### src/rtl/mux_select_pipe.sv
// rtl/mux_select_pipe.sv - selectable input mux with optional shift into a 2-entry skid buffer
module mux_select_pipe #(
    parameter int          WIDTH      = 32,
    parameter int          NUM_INPUTS = 4,
    parameter int          SEL_WIDTH  = 2,
    parameter logic [15:0] SHIFT_MASK = 16'h0002,
    parameter int          SHIFT_AMT  = 2
) (
    input  logic                        clock,
    input  logic                        reset_n,
    input  logic [NUM_INPUTS*WIDTH-1:0] in_data,
    input  logic [SEL_WIDTH-1:0]        selector,
    input  logic                        in_valid,
    output logic                        in_ready,
    output logic [WIDTH-1:0]            out_data,
    output logic                        out_valid,
    input  logic                        out_ready,
    output logic                        sel_error,
    output logic [15:0]                 xfer_count
);

    typedef enum logic [1:0] {
        EMPTY = 2'd0,
        ONE   = 2'd1,
        FULL  = 2'd2
    } state_t;

    state_t           state;
    state_t           state_next;
    logic [WIDTH-1:0] skid_data;
    logic [WIDTH-1:0] result;
    logic             bad_sel;
    logic             accept;
    logic             consume;
    logic [WIDTH-1:0] out_data_next;
    logic [WIDTH-1:0] skid_data_next;

    assign accept  = in_valid && in_ready;
    assign consume = out_valid && out_ready;
    assign bad_sel = 32'(selector) >= 32'(NUM_INPUTS);

    // Select the addressed input and apply the per-input shift; out-of-range selectors yield zero
    always_comb begin
        result = '0;
        for (int i = 0; i < NUM_INPUTS; i++) begin
            if (selector == SEL_WIDTH'(i)) begin
                if (SHIFT_MASK[i]) begin
                    result = in_data[i*WIDTH +: WIDTH] >> SHIFT_AMT;
                end else begin
                    result = in_data[i*WIDTH +: WIDTH];
                end
            end
        end
    end

    // Buffer occupancy transitions and the data each register loads on this edge
    always_comb begin
        state_next     = state;
        out_data_next  = out_data;
        skid_data_next = skid_data;
        case (state)
            EMPTY: begin
                if (accept) begin
                    state_next    = ONE;
                    out_data_next = result;
                end
            end
            ONE: begin
                if (accept && consume) begin
                    out_data_next = result;
                end else if (accept) begin
                    state_next     = FULL;
                    skid_data_next = result;
                end else if (consume) begin
                    state_next = EMPTY;
                end
            end
            FULL: begin
                // in_ready is low here, so only the skid promotion can happen
                if (consume) begin
                    state_next    = ONE;
                    out_data_next = skid_data;
                end
            end
            default: begin
                state_next = EMPTY;
            end
        endcase
    end

    // State and data registers; ready/valid are registered so in_ready never depends on out_ready combinationally
    always_ff @(posedge clock) begin
        if (!reset_n) begin
            state     <= EMPTY;
            out_data  <= '0;
            skid_data <= '0;
            out_valid <= 1'b0;
            in_ready  <= 1'b1;
        end else begin
            state     <= state_next;
            out_data  <= out_data_next;
            skid_data <= skid_data_next;
            out_valid <= (state_next != EMPTY);
            in_ready  <= (state_next != FULL);
        end
    end

    // Sticky bad-selector flag and free-running transfer counter
    always_ff @(posedge clock) begin
        if (!reset_n) begin
            sel_error  <= 1'b0;
            xfer_count <= 16'h0000;
        end else begin
            if (accept && bad_sel) begin
                sel_error <= 1'b1;
            end
            if (consume) begin
                xfer_count <= xfer_count + 16'h0001;
            end
        end
    end

endmodule

### config.mk
export PLATFORM = sky130hd
export DESIGN_NAME = mux_select_pipe
export DESIGN_NICKNAME = d
export VERILOG_FILES = /design/src/rtl/mux_select_pipe.sv
export SDC_FILE = /design/constraint.sdc
export NUM_CORES = 1
export LEC_CHECK = 0
export CORE_MARGIN = 2
export CORE_UTILIZATION = 45
export DETAILED_ROUTE_END_ITERATION = 12
export GPL_ROUTABILITY_DRIVEN = 1
export MAX_ROUTING_LAYER = met4
export PLACE_DENSITY = 0.85
export SETUP_SLACK_MARGIN = 0.5
export SLEW_MARGIN = 20
export SYNTH_ARGS = -nofsm -noshare
export SYNTH_HDL_FRONTEND = slang
export SYNTH_SLANG_ARGS = --single-unit
### constraint.sdc
create_clock -name clock -period 2.3 [get_ports clock]
set_input_delay 0.23 -clock clock [delete_from_list [all_inputs] [get_ports clock]]
set_output_delay 0.23 -clock clock [all_outputs]
set_load 0.02 [all_outputs]
==> impl_metrics.toml, run 1 <==
[logic_synthesis]
syn_inst = 471
synthArstFlopShare = 0
synth_nets = 606
ys_seq_area_frac = 0.406
yosys_warnings = 0
netlist-cell-type-count = 43
synth_edf_count = 0
ys.flop_type = "dfxtp_1"
synth_area_um2 = 4140
synth.avg_cell_area_um2 = 8.78
synth-seq-cells = 84

[run_status]
status = "finished clean"

[pwr]
power-per-cell-area_nw_per_um2 = 611
ir_worst_vdd_mv = 0.355
leakagePower_uw = 0.00223
power_uw = 3820

[run]
max_cap_violations = 0

[placement]
pre_cts_ws_ns = 0.282
place_area_um2 = 6000
numPortBuffers = 181
routabilityCongestion = 0.778
dp_hpwl_um = 8700

[min_path]
hp-class = "flip-flop to flip-flop"

[layout]
n_antenna_cell = 0
fillCellCount = 679
syn2layout_area_growth_pct = 50.9
design_area_um2 = 6240
final_nets = 770
drive_gt1_frac = 0.108

[setup_path]
critPathArrivalTime_ns = 1.46
cpLargestDelayFamily = "buffers and inverters"
worstSetupEndpointType = "output pin"
crit_fanout = 7
required_ns = 2.07
critPathKind = "flip-flop to output pin"
worst_setup_path_start_kind = "flip-flop"
worstPathCellList = "clkdlybuf4s50_1"
cp_num_buf_inv = 1
crit_slowest_cell = "clkdlybuf4s50_1"
max_stage_delay_ns = 0.66

[clock_tree]
ctsHoldBuffers = 0
cts_max_level = 3
cts_tree = "built"
cts_buffers = 9
cts_num_sinks = 84
clock_latency_ns = 0.34
clock_path_buffers = 2
clockRootBuffer = "clkbuf_8"
path_clk_slew_ns = 0.08
cts_setup_buffers = 0

[sta]
worst_hold_slack_ns = 0.457
min_period_over_period = 0.735
finClkSkew_ns = 0.00813
worstMarginPinSlew_ns = 0.805
maxSlewViolCount = 0
setup_viol = 0
max_freq_mhz = 592
finalHoldViolCount = 0
final.setup.tns_ns = 0
rsz0062_at_grt = "no"
setup_slack_ns = 0.610
max_slew_margin = 0.463
fin_crit_ns = 1.69

[floorplan]
coreArea_um2 = 8810
ios = 185
die_x_um = 99.9
dieArea_um2 = 9980
die_height_um = 99.9
num_rows = 34
start_util = 0.470

[detailed_routing]
wl_per_cell_um = 15.7
drcViolationCount = 0
drt_wl_total_um = 11700
antenna_left = 0
vias_per_cell = 5.55
vias = 4150
drt_iter0_drc = 215
first_pass_iters = 5

[global_routing]
grt_pass1_vias = 4168
grt_overflow = 0
antenna_found_initial = 0
grt_max_degree = 39
track_usage = 0.242
grt_pass1_wl_um = 19100
[final cells by class]
class                      count  area, um2  share of cell area
multi-input combinational    340       2240               0.359
clock buffer                  13        169              0.0271
sequential                    84       1680               0.269
clock inverter                 3       67.6              0.0108
inverter                       4       15.0             0.00241
timing repair buffer         196       1930               0.309
tap                          108        135              0.0216
[sequential cells by signal, indices dropped and copies added (netlist names)]
signal / flops
state: 2
out_data: 32
in_ready: 1
out_valid: 1
xfer_count: 16
skid_data: 32
[synthesized netlist by cell type, types with 5 or more instances]
master | instances | area, um2
a21oi_1 | 37 | 185
xor2_1 | 6 | 52.6
buf_2 | 13 | 65.1
o21ai_0 | 22 | 110
clkbuf_1 | 19 | 71.3
mux4_2 | 30 | 676
buf_1 | 5 | 18.8
o21ai_1 | 11 | 55.1
buf_4 | 6 | 45.0
nand3_1 | 6 | 30.0
a31oi_1 | 30 | 188
nand2_1 | 133 | 499
dfxtp_1 | 84 | 1680
nor2_1 | 14 | 52.6
[through the flow]
stage                      util  instances
after floorplan               -        471
after global placement    0.682        732
after detailed placement  0.682        732
after CTS                 0.708        748
after global routing      0.709        748
final                     0.709        748
[cells by family after synthesis]
logic type,share of synthesized area
and+or+nand+nor,0.184
xor gates and xnor gates,0.0212
muxes,0.174
buffers and inverters,0.0520
DFF,0.406
AOI/OAI and AO/OA,0.159
adders and majority gates,0.00302
other,0.000906
[report_power, final]
group	internal [uW]	switching, uW	leakage [uW]
combinational	529	447	0.00143
sequential	1570	66.6	0.000686
clock	702	506	0.000116
total	2800	1020	0.00223
[routing by layer]
metal / up-vias / global-route usage / part of all wire
li1: 1997 / - / -
met1: 1965 / 0.279 / 0.39
met2: 179 / 0.444 / 0.53
met3: 9 / 0.0341 / 0.077
met4: 0 / 0.0622 / 0.0069
met5: - / - / 0
[layout by cell type, fill, tap and decap left out, types with 12 or more instances in the layout]
cell type and count:
dfxtp_1 84, buf_4 13, nor2_1 14, clkdlybuf4s50_1 179, mux4_2 30, clkbuf_8 12
o21ai_0 22, a31oi_1 30, nand2_1 133, a21oi_1 37
[what timing repair did]
action                                 4_1_cts  5_1_grt
gates resized for setup                      0        1
setup endpoints to repair                    0        1
endpoints found under the hold margin        0        0
[final timing paths]
| path | to | slack (ns) | cells past startpoint | startpoint |
|---|---|---|---|---|
| max reg2reg | xfer_count[14] | 0.63 | 5 | xfer_count[0] |
| min reg2reg | skid_data[10] | 0.46 | 2 | skid_data[10] |
| min | skid_data[10] | 0.46 | 2 | skid_data[10] |
| max | out_valid | 0.61 | 1 | out_valid |
(Power assumes the default switching activity.)
==> run 2, diff against run 1 <==
- CORE_UTILIZATION: 45 -> 42
- PLACE_DENSITY: 0.85 -> 0.81
- clock period: 2.3 -> 1.8 ns (I/O delays scaled with it)
==> run 2 against run 1 <==
Compared with the run above:
- sequential power up 28%
- first-iteration DRC count fell by 34%
- non-clock buffer count grew 42
- register-to-register slack got worse by 0.34 ns
- flip-flop and latch count unchanged
- setup slack lost 0.32 ns
- clock skew up 0.0042 ns
- hold slack improved by 0.0022 ns
- sequential share of layout area shrank 2.6 points
- clock-buffer cell count is 3 lower
- clock power about the same
==> impl_metrics.toml, run 2 (synthesized netlist as in run 1, its figures left out) <==
[detailed_routing]
antenna_left = 0
drt_iter0_drc = 141
vias_per_cell = 5.45
drcViolationCount = 0
wl_per_cell_um = 17.0
vias = 4444
first_pass_iters = 5
drt_wl_total_um = 13800

[sta]
max_slew_margin = 0.629
maxSlewViolCount = 0
worstMarginPinSlew_ns = 0.557
finalHoldViolCount = 0
setup_viol = 0
fin_crit_ns = 1.51
max_freq_mhz = 661
min_period_over_period = 0.841
finClkSkew_ns = 0.0124
rsz0062_at_grt = "yes"

[setup_path]
worstSetupEndpointType = "flip-flop"
critPathKind = "flip-flop to flip-flop"
crit_fanout = 4
r2r_slack_ns = 0.29
worst_setup_path_start_kind = "flip-flop"
critPathArrivalTime_ns = 1.78
required_ns = 2.07

[layout]
final_common_cell = "nand2_1"
fillCellCount = 725
syn2layout_area_growth_pct = 71.5
n_antenna_cell = 0
stdcell_count = 815
final_cell_mix = "131 x nand2_1, 128 x clkdlybuf4s50_1, 70 x dfxtp_1"
final_nets = 812
drive_gt1_frac = 0.264
top_regs = "out_data (32), skid_data (32), xfer_count (16)"

[global_routing]
antenna_found_initial = 0
grt_overflow = 0
grt_pass1_wl_um = 21000
grt_pass1_vias = 4343
grt_max_degree = 29
track_usage = 0.265

[pwr]
power_uw = 4920
ir_worst_vdd_mv = 0.455
power-per-cell-area_nw_per_um2 = 693
leakagePower_uw = 0.00275

[clock_tree]
path_clk_slew_ns = 0.08
cts_num_sinks = 84
cts_max_level = 3
clock_path_buffers = 2
cts_buffers = 9
clock_latency_ns = 0.35
clockRootBuffer = "clkbuf_8"
cts_tree = "built"

[run]
max_cap_violations = 0

[floorplan]
die_height_um = 103
start_util = 0.427
num_rows = 36
dieArea_um2 = 10700
coreArea_um2 = 9680
ios = 185
die_x_um = 103

[placement]
dp_hpwl_um = 9170
routabilityCongestion = 0.800
numPortBuffers = 181
place_inst = 762

[run_status]
status = "finished clean"

[min_path]
hp-class = "flip-flop to flip-flop"
## run 2: changes by cell type in the layout (fill, tap and decap cells not counted), moves of 8 or more
| cell | before | now |
|---|---|---|
| dfxtp_4 | 0 | 12 |
| buf_4 | 13 | 29 |
| dlygate4sd2_1 | 0 | 40 |
| clkdlybuf4s50_1 | 179 | 128 |
| buf_12 | 1 | 10 |
| o21ai_0 | 22 | 3 |
| buf_16 | 0 | 8 |
| o21ai_2 | 0 | 22 |
| dfxtp_1 | 84 | 70 |
## run 2: critical path: stages (launching register included)
cell and delay, ns:
dfxtp_4 0.37, a21boi_4 0.21, buf_4 0.14, buf_6 0.09, and2_4 0.20, bufbuf_16 0.27
nand2_1 0.04, a21oi_1 0.12
## run 2: final cells by class
type	count	area (um2)	area share
clock buffers	10	128	0.0180
repair buffers	238	2490	0.351
flip-flops and latches	84	1730	0.244
inverters	4	15.0	0.00212
well taps	133	166	0.0234
clock inverters	6	41.3	0.00582
multi-input cells	340	2530	0.356
## run 2: repair_timing
item / CTS / global route
cloned: 9 / 0
hold buffers: 0 / 0
buffers inserted: 22 / 6
setup endpoints to repair: 120 / 89
pin swaps: 7 / 7
gates resized for setup: 120 / 49
## run 2: per-stage QoR
stage / cell area [um2] / utilization / worst slack [ns] / hold WS (ns) / TNS, ns
global placement: 6180 / 0.639 / 0.00236 / 0.442 / 0
CTS: 6900 / 0.713 / 0.284 / 0.457 / 0
finish: 7100 / 0.733 / 0.287 / 0.459 / 0
detailed placement: 6180 / 0.639 / -0.0587 / 0.447 / -0.494
floorplan: 4260 / - / 0.336 / 0.385 / 0
global route: 7100 / 0.733 / 0.243 / 0.474 / 0
## run 2: layer usage
layer | global-route usage | up-vias | part of all wire
met3 | 0.0558 | 19 | 0.064
met4 | 0.0526 | 0 | 0.017
met2 | 0.489 | 188 | 0.53
met5 | - | - | 0
met1 | 0.295 | 2147 | 0.39
li1 | - | 2090 | -
## run 2: final timing paths
check | endpoint | from | cells after the start
setup / recovery | skid_data[21] | state[0] | 7
hold / removal | skid_data[1] | skid_data[1] | 2
setup reg to reg | skid_data[21] | state[0] | 7
hold reg to reg | skid_data[1] | skid_data[1] | 2
## run 2: power by group
group          switching, uW  internal [uW]
Clock                    680            496
Combinational            729            925
Sequential              98.0           1990
Total                   1510           3410
